**src/rtl/text_buffer_if.sv**
```systemverilog
// Writer-side byte stream into the character screen memory.
// The master drives bytes and the text buffer answers with ready.
interface text_buffer_if;
    logic       wr_valid;
    logic [7:0] wr_data;
    logic       wr_ready;

    modport master (output wr_valid, output wr_data, input wr_ready);
    modport slave  (input wr_valid, input wr_data, output wr_ready);
endinterface

```
**src/rtl/text_buffer.sv**
```systemverilog
// Character-cell screen memory feeding the font stage.
// It takes terminal-style writes: auto-advance, CR, LF, backspace and clear screen.
module text_buffer #(
    parameter int COLS       = 20,
    parameter int ROWS       = 15,
    parameter int CELL_SHIFT = 5
) (
    input  logic            px_clk,
    input  logic            rstn,
    input  logic [9:0]      px_x,
    input  logic [9:0]      px_y,
    input  logic            activevideo,
    output logic [7:0]      char_out,
    text_buffer_if.slave    wr,
    output logic [4:0]      cursor_col,
    output logic [3:0]      cursor_row,
    output logic            busy
);
    localparam int         CELLS     = COLS * ROWS;
    localparam logic [8:0] LAST_ADDR = 9'(CELLS - 1);
    localparam logic [4:0] LAST_COL  = 5'(COLS - 1);
    localparam logic [3:0] LAST_ROW  = 4'(ROWS - 1);

    typedef enum logic [0:0] {
        ST_CLEAR = 1'b0,
        ST_IDLE  = 1'b1
    } state_t;

    logic [7:0] mem [0:CELLS-1];

    state_t     state_q, state_d;
    logic [8:0] clr_addr_q, clr_addr_d;
    logic [4:0] col_q, col_d;
    logic [3:0] row_q, row_d;
    logic       busy_q, wr_ready_q;
    logic [7:0] char_q;

    logic       we_s;
    logic [8:0] waddr_s;
    logic [7:0] wdata_s;
    logic [9:0] rd_col_s, rd_row_s;
    logic       rd_hit_s;
    logic [8:0] rd_addr_s;
    logic [8:0] cur_addr_s;
    logic [3:0] row_inc_s;

    // Pixel-side cell lookup; out-of-screen or blanked pixels map to no cell.
    always_comb begin
        rd_col_s  = px_x >> CELL_SHIFT;
        rd_row_s  = px_y >> CELL_SHIFT;
        rd_hit_s  = activevideo && (rd_col_s < 10'(COLS)) && (rd_row_s < 10'(ROWS));
        rd_addr_s = 9'(rd_row_s) * 9'(COLS) + 9'(rd_col_s);
    end

    // Registered pixel read; the array read sees the pre-write byte on a collision.
    always_ff @(posedge px_clk or negedge rstn) begin
        if (!rstn) begin
            char_q <= 8'h00;
        end else if (rd_hit_s) begin
            char_q <= mem[rd_addr_s];
        end else begin
            char_q <= 8'h00;
        end
    end

    // Single write port shared by the clear sequencer and the writer.
    always_ff @(posedge px_clk) begin
        if (we_s) begin
            mem[waddr_s] <= wdata_s;
        end
    end

    // Cursor address and wrapped next row.
    always_comb begin
        cur_addr_s = 9'(row_q) * 9'(COLS) + 9'(col_q);
        row_inc_s  = (row_q == LAST_ROW) ? 4'd0 : row_q + 4'd1;
    end

    // Next-state, cursor update and write-port control.
    always_comb begin
        state_d    = state_q;
        clr_addr_d = clr_addr_q;
        col_d      = col_q;
        row_d      = row_q;
        we_s       = 1'b0;
        waddr_s    = clr_addr_q;
        wdata_s    = 8'h20;
        case (state_q)
            ST_CLEAR: begin
                // rstn gating keeps the reset-held clocks from writing.
                we_s = rstn;
                if (clr_addr_q == LAST_ADDR) begin
                    state_d    = ST_IDLE;
                    clr_addr_d = 9'd0;
                    col_d      = 5'd0;
                    row_d      = 4'd0;
                end else begin
                    clr_addr_d = clr_addr_q + 9'd1;
                end
            end
            ST_IDLE: begin
                if (wr.wr_valid) begin
                    case (wr.wr_data)
                        8'h0C: begin
                            state_d    = ST_CLEAR;
                            clr_addr_d = 9'd0;
                        end
                        8'h0D: col_d = 5'd0;
                        8'h0A: begin
                            col_d = 5'd0;
                            row_d = row_inc_s;
                        end
                        8'h08: begin
                            if (col_q != 5'd0) begin
                                col_d   = col_q - 5'd1;
                                we_s    = 1'b1;
                                waddr_s = cur_addr_s - 9'd1;
                                wdata_s = 8'h20;
                            end else begin
                                col_d = col_q;
                            end
                        end
                        default: begin
                            if ((wr.wr_data >= 8'h20) && (wr.wr_data <= 8'h7E)) begin
                                we_s    = 1'b1;
                                waddr_s = cur_addr_s;
                                wdata_s = wr.wr_data;
                                if (col_q == LAST_COL) begin
                                    col_d = 5'd0;
                                    row_d = row_inc_s;
                                end else begin
                                    col_d = col_q + 5'd1;
                                end
                            end else begin
                                col_d = col_q;
                            end
                        end
                    endcase
                end else begin
                    state_d = ST_IDLE;
                end
            end
            default: begin
                state_d    = ST_CLEAR;
                clr_addr_d = 9'd0;
            end
        endcase
    end

    // State, cursor and registered status outputs.
    always_ff @(posedge px_clk or negedge rstn) begin
        if (!rstn) begin
            state_q    <= ST_CLEAR;
            clr_addr_q <= 9'd0;
            col_q      <= 5'd0;
            row_q      <= 4'd0;
            busy_q     <= 1'b1;
            wr_ready_q <= 1'b0;
        end else begin
            state_q    <= state_d;
            clr_addr_q <= clr_addr_d;
            col_q      <= col_d;
            row_q      <= row_d;
            busy_q     <= (state_d == ST_CLEAR);
            wr_ready_q <= (state_d == ST_IDLE);
        end
    end

    assign char_out    = char_q;
    assign wr.wr_ready = wr_ready_q;
    assign cursor_col  = col_q;
    assign cursor_row  = row_q;
    assign busy        = busy_q;
endmodule
```
**src/flat_wrapper.sv**
```systemverilog
// flat-port wrapper written by rule: the top's interface ports become plain ports
module text_buffer_flat 
#(
    parameter int COLS       = 20,
    parameter int ROWS       = 15,
    parameter int CELL_SHIFT = 5
)
  (px_clk, rstn, px_x, px_y, activevideo, char_out, cursor_col, cursor_row, busy, wr_wr_valid, wr_wr_data, wr_wr_ready);
  text_buffer_if wr_i ();
  input  logic px_clk;
  input  logic rstn;
  input  logic [9:0] px_x;
  input  logic [9:0] px_y;
  input  logic activevideo;
  output logic [7:0] char_out;
  output logic [4:0] cursor_col;
  output logic [3:0] cursor_row;
  output logic busy;
  input wire logic [$bits(wr_i.wr_valid)-1:0] wr_wr_valid;
  input wire logic [$bits(wr_i.wr_data)-1:0] wr_wr_data;
  output wire logic [$bits(wr_i.wr_ready)-1:0] wr_wr_ready;
  assign wr_i.wr_valid = wr_wr_valid;
  assign wr_i.wr_data = wr_wr_data;
  assign wr_wr_ready = wr_i.wr_ready;
  text_buffer #(.COLS(COLS), .ROWS(ROWS), .CELL_SHIFT(CELL_SHIFT)) u_core (.px_clk(px_clk), .rstn(rstn), .px_x(px_x), .px_y(px_y), .activevideo(activevideo), .char_out(char_out), .wr(wr_i), .cursor_col(cursor_col), .cursor_row(cursor_row), .busy(busy));
endmodule
```
**config.mk**
```make
export PLATFORM = sky130hd
export DESIGN_NAME = text_buffer_flat
export DESIGN_NICKNAME = d
export VERILOG_FILES = /design/src/rtl/text_buffer_if.sv /design/src/rtl/text_buffer.sv /design/src/flat_wrapper.sv
export SDC_FILE = /design/constraint.sdc
export NUM_CORES = 2
export LEC_CHECK = 0
export BUFFER_PORTS_ARGS = -buffer_cell sky130_fd_sc_hd__buf_2
export CAP_MARGIN = 20
export CORE_MARGIN = 8
export CORE_UTILIZATION = 33
export CTS_BUF_LIST = sky130_fd_sc_hd__clkbuf_4
export DETAILED_ROUTE_END_ITERATION = 6
export PLACE_DENSITY = 0.46
export SYNTH_ARGS = -nofsm -noshare
export SYNTH_HDL_FRONTEND = slang
export SYNTH_SLANG_ARGS = --single-unit
```
**constraint.sdc**
```tcl
create_clock -name px_clk -period 21.3 [get_ports px_clk]
set_input_delay 1.065 -clock px_clk [delete_from_list [all_inputs] [get_ports px_clk]]
set_output_delay 1.065 -clock px_clk [all_outputs]
set_load 0.005 [all_outputs]
```
==> impl_metrics.py <==
metrics = {
    "place": {
        "gp_congestion": 0.780,
        "portBuffers": 40,
        "post-dp-hpwl_um": 169000,
    },
    "logic_synthesis": {
        "synth_area_leaders": "edfxtp_1 (74%), mux4_2 (8.7%), mux2i_1 (5.0%), a221oi_1 (1.7%), nor4_1 (1.1%)",
        "ys_ff_latch": 2428,
        "synth.top_cell.area_share": 0.739,
        "synth-edff-count": 2400,
        "asyncSetResetFlopFracSynth": 0.0115,
        "ys.flop_type": "edfxtp_1",
        "synth.cell_area_um2": 97500,
        "synth_cell_types": 89,
        "post_synthesis_mean_instance_area_um2": 19.2,
        "synth_seq_area_share": 0.747,
        "ys_warn_count": 0,
        "synth_cells": 5089,
        "synth_area_leader_cell": "edfxtp_1",
    },
    "sta": {
        "hold_viol_final": 0,
        "worstMarginPinSlew_ns": 1.17,
        "timing.final.max_slew_violations": 0,
        "slew_headroom": 0.211,
        "grt_setup_unrepaired": "false",
        "post-route-period-util": 0.287,
        "timing.fmax_mhz": 164,
        "clk_skew_ns": 0.109,
        "setup_viol": 0,
        "fin_tns_setup_ns": 0,
        "post-route-min-period_ns": 6.12,
        "hold-worst-slack_ns": 0.289,
    },
    "pwr": {
        "swShare": 0.243,
        "cellInternalPower_uw": 7580,
        "share_comb_of_total_power": 0.068,
        "p_per_area_nw_per_um2": 87.4,
        "share_seq_of_total_power": 0.518,
        "static-leakage-power_uw": 0.0344,
        "clock_power_share": 0.414,
        "irDropWorstVdd_mv": 0.0374,
        "p_sw_uw": 2430,
    },
    "clocking": {
        "cts_tree": "built",
        "postCtsResizedCells": 0,
        "htree_num_levels": 6,
        "clock_sink_count": 2428,
        "post_cts.repair.setup_buffers": 0,
        "clk-insertion-delay-late_ns": 1.36,
        "number_of_clock_buffers_inserted_by_tritoncts": 654,
        "clock_tree_buffer_depth": 4,
        "root_buffer": "clkbuf_4",
        "clk_transition_reported_paths_ns": 0.07,
    },
    "setup_path": {
        "path_max_fanout": 106,
        "arrival_ns": 7.32,
        "crit_path_end_kind": "flop",
        "crit_path_start_kind": "input pin",
        "setup.worst_path.class": "in -> reg",
        "timing.rr.start": "u_core.cursor_col[2]",
        "timing.reg2reg.worst_path_depth": 11,
        "cp.required_ns": 22.51,
        "reg2reg_setup_slack_ns": 15.52,
        "r2r-end": "u_core.mem[220][0]",
    },
    "floorplan": {
        "start_util": 0.332,
        "fp-row-count": 199,
        "coreArea_um2": 294000,
        "dieWidth_um": 559,
        "floorplan.die.height_um": 559,
        "design.die.area_um2": 313000,
        "floorplan.io_pins": 51,
    },
    "routing": {
        "number_of_remaining_drc_errors": 0,
        "vias": 54500,
        "postRouteAntennaNets": 0,
        "detail_route.wirelength_um": 292000,
        "drtIter0Drc": 4350,
        "wl_per_cell_um": 27.9,
        "avgViaCountPerCell": 5.20,
        "detailedRoute.firstPassIterationCount": 5,
    },
    "min_path": {
        "worstHoldEndpoint": "u_core.state_q",
        "holdCritPathClass": "in -> reg",
        "worst_hold_path.num_cells": 4,
        "holdCritStartpoint": "wr_wr_data[1]",
    },
    "job": {
        "max_cap_viol_count": 0,
    },
    "final_layout": {
        "layout.nets": 6150,
        "share_of_cells_above_drive_strength_1": 0.317,
        "flow.area_growth_from_synthesis_pct": 17.4,
    },
    "grt": {
        "grt_overflow_total": 0,
        "grt_max_degree": 169,
        "number_of_global_route_vias_before_repair": 55500,
        "number_of_antenna_violations_at_the_first_check_in_global_routing": 22,
        "groute.usage.overall": 0.180,
        "wire_length_of_the_first_global_routing_pass_um": 412000,
    },
    "status": {
        "run_status": "completed",
    },
}
## cell type report
| type | count | area [µm²] |
|---|---|---|
| Fill cell | 27400 | 179000 |
| Multi-Input combinational cell | 2570 | 25200 |
| Timing Repair Buffer | 422 | 3240 |
| Tap cell | 3919 | 4900 |
| Clock buffer | 988 | 7420 |
| Inverter | 16 | 67.6 |
| Clock inverter | 128 | 835 |
| Antenna cell | 12 | 30.0 |
| Sequential cell | 2428 | 72800 |
## per-layer routing
layer / GRT usage / routed length (µm)
met2: 0.294 / 140000
met5: 0 / 13
met4: 0.0488 / 6370
met1: 0.247 / 128000
met3: 0.0366 / 17500
## power groups by stage
stage | clock network [µW] | registers (µW) | logic [µW]
after floorplan | 0 | 5280 | 351
after global placement | 0 | 5290 | 684
after detailed placement | 0 | 5290 | 682
after CTS | 4290 | 5180 | 683
after global routing | 4520 | 5180 | 711
final | 4150 | 5180 | 678
## synthesized netlist by cell type (11+ instances only)
| cell | number |
|---|---|
| clkbuf_1 | 209 |
| a211oi_1 | 26 |
| a21o_1 | 11 |
| and3_1 | 11 |
| o22ai_1 | 24 |
| nand2b_1 | 20 |
| nand3_1 | 51 |
| o31ai_1 | 18 |
| buf_1 | 23 |
| a21oi_1 | 77 |
| a22oi_1 | 59 |
| buf_4 | 54 |
| dfrtp_1 | 27 |
| a221o_1 | 35 |
| o21ai_0 | 115 |
| nor4_1 | 179 |
| o221ai_1 | 24 |
| a221oi_1 | 187 |
| mux2i_1 | 490 |
| ha_1 | 22 |
| edfxtp_1 | 2400 |
| nand4_2 | 15 |
| or2_2 | 12 |
| nor2_1 | 55 |
| inv_1 | 14 |
| buf_2 | 86 |
| mux4_2 | 377 |
| a31oi_1 | 13 |
| nand2_1 | 88 |
| xnor2_1 | 12 |
| nor3_1 | 184 |
## critical path, stage by stage
cell      delay (ns)
buf_12          0.61
buf_4           0.84
buf_4           0.64
buf_4           0.78
buf_4           0.81
mux2i_1         0.21
o221ai_1        0.25
a21oi_1         0.10
nor4_1          0.75
nor2_1          0.13
a31oi_1         0.64
nor4bb_1        0.29
## layout by cell type (no fill, tap or decap), drive strengths merged, types with 63 or more instances in the layout
cell / n
conb: 300
nor4: 189
a22oi: 63
buf: 408
clkinv: 84
edfxtp: 2400
nand2: 88
clkbuf: 1000
nor3: 186
a221oi: 187
o21ai: 116
a21oi: 77
mux2i: 490
mux4: 377
## per-stage QoR
step                setup WS (ns)  instance area [µm²]   util  instances  power, µW
floorplan                   10.70                98600      -       5388       5630
global placement            13.75               106000  0.360       9291       5970
detailed placement          13.81               106000  0.360       9317       5970
CTS                         15.27               114000  0.389      10400      10200
global route                14.94               114000  0.389      10500      10400
finish                      15.18               114000  0.390      10500      10000
## cells by family (layout without fill, tap and decap cells)
logic type	count (synthesis)	in the layout	synth area share
AO/OA/AOI/OAI	674	674	0.0518
XOR/XNOR	18	18	0.00176
adder cells (fa/ha/maj)	26	26	0.00365
buffers and inverters	390	1554	0.0184
flip-flops	2428	2428	0.747
multiplexers	876	876	0.138
other	1	312	0.0000385
AND/OR/NAND/NOR	676	676	0.0392
## flip-flops by register name (all words and copies together), names as in the netlist
signal	cells
u_core.clr_addr_q	9
u_core.state_q	1
u_core.cursor_row	4
u_core.busy	1
u_core.char_out	8
u_core.cursor_col	5
u_core.mem	2400
## worst max path at each step
| stage | startpoint | endpoint | cells past startpoint |
|---|---|---|---|
| finish | px_x[5] | u_core.char_out[6] | 12 |
| global route | px_x[5] | u_core.char_out[6] | 12 |
| CTS | px_x[5] | u_core.char_out[6] | 12 |
| detailed placement | px_x[5] | u_core.char_out[6] | 12 |
| global placement | px_x[5] | u_core.char_out[6] | 12 |
| floorplan | wr_wr_data[2] | u_core.mem[0][2] | 5 |
## timing repair
action,4_1_cts,5_1_grt
hold buffers,2,0
endpoints found under the setup margin,0,0
endpoints found under the hold margin,29,0
No activity file was read; power rests on OpenSTA's default activity.
